<file path="src/rtl/serial_add_seq.sv">
// Bit-serial adder sequencer: one full-adder cell is time-shared across all
// bit positions, adding two WIDTH-bit operands LSB first at one bit per clock.

module fa_cell (
    input  logic a,
    input  logic b,
    input  logic ci,
    output logic s,
    output logic co
);
    assign s  = a ^ b ^ ci;
    assign co = (a & b) | (ci & (a ^ b));
endmodule

module serial_add_seq #(
    parameter int WIDTH = 8
) (
    input  logic             clk,
    input  logic             rst,
    input  logic             start,
    input  logic [WIDTH-1:0] A,
    input  logic [WIDTH-1:0] B,
    input  logic             Cin,
    output logic             busy,
    output logic             done,
    output logic [WIDTH-1:0] Sum,
    output logic             Cout,
    output logic             Ovfl,
    output logic [1:0]       dbg_state
);
    // Handshake: start is a level request sampled only in IDLE or DONE. While
    // busy is high, start and the operand inputs are ignored. done is a one-cycle
    // pulse, and Sum/Cout/Ovfl are valid from that cycle until the next done.

    localparam int CW = (WIDTH > 1) ? $clog2(WIDTH) : 1;
    localparam logic [CW-1:0] LAST = CW'(WIDTH - 1);

    typedef enum logic [1:0] {
        IDLE  = 2'd0,
        SHIFT = 2'd1,
        DONE  = 2'd2
    } state_t;

    state_t state, state_nxt;

    logic [WIDTH-1:0] a_sh, b_sh, sum_sh;
    logic             carry;
    logic [CW-1:0]    cnt;
    logic             fa_s, fa_co;
    logic             accept, last_bit;

    fa_cell u_fa (
        .a  (a_sh[0]),
        .b  (b_sh[0]),
        .ci (carry),
        .s  (fa_s),
        .co (fa_co)
    );

    assign accept   = start && (state == IDLE || state == DONE);
    assign last_bit = (state == SHIFT) && (cnt == LAST);

    always_ff @(posedge clk) begin
        if (rst) state <= IDLE;
        else     state <= state_nxt;
    end

    always_comb begin
        state_nxt = state;
        case (state)
            IDLE:    if (start) state_nxt = SHIFT;
            SHIFT:   if (cnt == LAST) state_nxt = DONE;
            DONE:    state_nxt = start ? SHIFT : IDLE;
            default: state_nxt = IDLE;
        endcase
    end

    always_ff @(posedge clk) begin
        if (rst) begin
            a_sh   <= '0;
            b_sh   <= '0;
            sum_sh <= '0;
            carry  <= 1'b0;
            cnt    <= '0;
            Sum    <= '0;
            Cout   <= 1'b0;
            Ovfl   <= 1'b0;
        end else if (accept) begin
            a_sh   <= A;
            b_sh   <= B;
            sum_sh <= '0;
            carry  <= Cin;
            cnt    <= '0;
        end else if (state == SHIFT) begin
            a_sh   <= a_sh >> 1;
            b_sh   <= b_sh >> 1;
            sum_sh <= {fa_s, sum_sh[WIDTH-1:1]};
            carry  <= fa_co;
            cnt    <= cnt + 1'b1;
            // On the MSB, carry holds the carry into the MSB and fa_co the carry out.
            if (last_bit) begin
                Sum  <= {fa_s, sum_sh[WIDTH-1:1]};
                Cout <= fa_co;
                Ovfl <= carry ^ fa_co;
            end
        end
    end

    assign busy      = (state == SHIFT);
    assign done      = (state == DONE);
    assign dbg_state = state;

endmodule

</file>
<file path="config.mk">
export PLATFORM = sky130hd
export DESIGN_NAME = serial_add_seq
export DESIGN_NICKNAME = d
export VERILOG_FILES = /design/src/rtl/serial_add_seq.sv
export SDC_FILE = /design/constraint.sdc
export NUM_CORES = 1
export LEC_CHECK = 0
export ABC_CLOCK_PERIOD_IN_PS = 2800
export CAP_MARGIN = 20
export CELL_PAD_IN_SITES_DETAIL_PLACEMENT = 0
export CELL_PAD_IN_SITES_GLOBAL_PLACEMENT = 1
export CORE_MARGIN = 10
export CORE_UTILIZATION = 25
export CTS_CLUSTER_SIZE = 25
export DETAILED_ROUTE_END_ITERATION = 10
export PLACE_DENSITY = 0.64
export SLEW_MARGIN = 20
export SYNTH_ARGS = -nofsm -noshare
export SYNTH_HDL_FRONTEND = slang
export SYNTH_SLANG_ARGS = --single-unit
</file>
<file path="constraint.sdc">
create_clock -name clk -period 2.8 [get_ports clk]
set_clock_uncertainty 0.15 [all_clocks]
set_input_delay 0.42 -clock clk [delete_from_list [all_inputs] [get_ports clk]]
set_output_delay 0.42 -clock clk [all_outputs]
set_load 0.03 [all_outputs]
</file>
==> reports/results.ini <==
[timing]
relSlewSlack_pct = 68.6
fin_crit_sh_pct = 85.3
rsz0062_at_grt = false
fmax_ghz = 0.419
fin_crit_ns = 2.39
setup_viol = 0
slew_viol_final = 0
hold_viol = 0
tns_ns = 0
worstMarginPinSlew_ns = 0.471

[placed_design]
dp_hpwl_um = 2550
globalplace.congestion = 0.717
placed_cell_area_um2 = 1910
port_buffers = 33

[clock_network]
cts-root-buf = clkbuf_8
clock_sinks = 39
ctsHtreeMaxLevel = 2
numCtsBuffers = 5
cts_setup_buffers = 0
max-clock-path-buffers = 2
post_cts_resized = 0
clk_pin_slew_ns = 0.07
cts_hold_buf = 0
clk_latency_ns = 0.29
cts_tree = done

[final_layout]
area_growth_pct = 28.9
stdcell_area_um2 = 1990
layout_common_cells = nand2_1 (47), dfxtp_1 (39), clkdlybuf4s50_1 (33)
final_common_cell = nand2_1
nFillCells = 639
antenna_cells = 0
drive_gt1_share_pct = 5.66
final_util_pct = 33.4
fin_nets = 234

[setup_path]
critPathCaptureType = primary output
setup.worst_path.start = dbg_state[0]
worstSetupPathType = reg2out
ff2ff_setup_slack_ns = 1.12
ff2ff_path_depth = 3
worstPathMaxFanout = 27
r2r_end = sum_sh[5]
cp.required_ns = 2.23
critPathLaunchType = flop
worstPathArrival_ns = 1.82
worstSetupEndpoint = busy
reg2reg_from = dbg_state[0]

[drt]
drc = 0
vias_per_cell = 4.60
drtAntennaViolNets = 0
first_pass_iters = 4
detailroute.via_count = 1321
routed_wl_um = 3890
drtIter0Drc = 66
routedWlPerCell_um = 13.6

[synth]
syn_inst = 180
avgSynthCellArea_um2 = 8.56
ys_seq_elements = 39
synth.distinct_cells = 26
synth.cell_area_um2 = 1540
ys_seq_area_share_pct = 50.6
synth_nets = 203
synth_warnings = 0

[power_and_ir_drop]
p_leak_nw = 0.675
peakVddDrop_mv = 0.174
powerDensity_nw_per_um2 = 554
total_power_mw = 1.10

[floorplan]
die_area_um2 = 9710
io_pins = 34
coreArea_um2 = 5960
die_w_um = 98.5
fp.dieH_um = 98.5
rows = 28
start_util_pct = 25.9

[global_routing]
grt_pass1_vias = 1385
grt_first_pass_wirelength_um = 6710
grt.overflow.total = 0
antenna_found_initial = 0
grt_usage_pct = 8.16
grt_max_degree = 28

[hold_path]
hp-class = reg2reg
hp-start = Sum[0]

[flow_run]
drv_cap = 0

[status]
status = finished, final reports clean

-- worst max-delay path: stages, from the launching register on --
cell and delay, ns:
dfxtp_1 0.43, nand2b_1 0.16, inv_6 0.21, clkdlybuf4s50_1 0.72
-- power by group --
part           internal (mW)  switching [mW]  leakage (nW)  total, mW
clock                  0.175           0.186        0.0422      0.360
sequential             0.580          0.0157         0.318      0.596
combinational         0.0661          0.0779         0.315      0.144
total                  0.821           0.279         0.675       1.10
-- worst min path at each step --
| stage | to | slack, ns | cells after the start |
|---|---|---|---|
| final | Sum[0] | 0.31 | 2 |
| after global routing | Sum[3] | 0.33 | 2 |
| after CTS | Sum[0] | 0.31 | 2 |
| after detailed placement | Sum[0] | 0.30 | 2 |
| after global placement | cnt[1] | 0.30 | 2 |
| after floorplan | Sum[0] | 0.28 | 2 |
-- cells in the mapped netlist (all sizes together) --
cell / number / area share, %
a311oi: 5 / 2.8
xnor2: 2 / 1.1
mux2i: 1 / 0.65
inv: 1 / 0.57
nand2: 47 / 11
nand3: 3 / 0.97
nor2: 9 / 2.2
clkbuf: 2 / 0.49
o22ai: 8 / 3.2
ha: 2 / 1.6
fa: 1 / 1.3
nand2b: 3 / 1.4
and3b: 1 / 0.57
nand3b: 1 / 0.49
a22oi: 2 / 0.97
a211oi: 1 / 0.49
nor3: 17 / 5.5
o21a: 1 / 0.49
dfxtp: 39 / 51
a21oi: 21 / 6.8
nor2b: 2 / 0.81
buf: 11 / 5.4
-- metal layers --
layer | up-vias | track usage, % | share of wire [%]
li1 | 679 | - | -
met1 | 611 | 9.52 | 44
met2 | 24 | 13.3 | 48
met3 | 7 | 2.44 | 6.2
met4 | 0 | 3.97 | 2.1
met5 | - | 0 | 0
-- sequential cells by signal, indices dropped and copies added (netlist names), 2 cells and up --
register	count
Sum	8
a_sh	8
b_sh	8
cnt	3
dbg_state	2
sum_sh	7
-- cells by family after synthesis --
logic type	after synthesis	share of synthesized area [%]
simple gates	83	23.4
buf+inv	14	6.41
fa+ha+maj	3	2.92
flops	39	50.6
xor+xnor	2	1.14
mux	1	0.649
compound gates	38	14.9
-- stage by stage --
stage / setup WS, ns / hold WS (ns) / instances
floorplan: 1.19 / 0.282 / 180
global placement: 0.731 / 0.296 / 279
detailed placement: 0.693 / 0.299 / 279
CTS: 0.376 / 0.312 / 287
global route: 0.295 / 0.332 / 287
finish: 0.412 / 0.309 / 287
-- final cells by class --
cell class	instances	area, µm²	area share (%)
clock buffer	7	76.3	3.84
clock inverter	1	5.00	0.252
inverter	1	8.76	0.441
multi-input combinational	127	662	33.3
sequential	39	781	39.3
tap	75	93.8	4.72
timing repair buffer	37	360	18.1
Note: power is estimated with default switching activity, not from simulation.
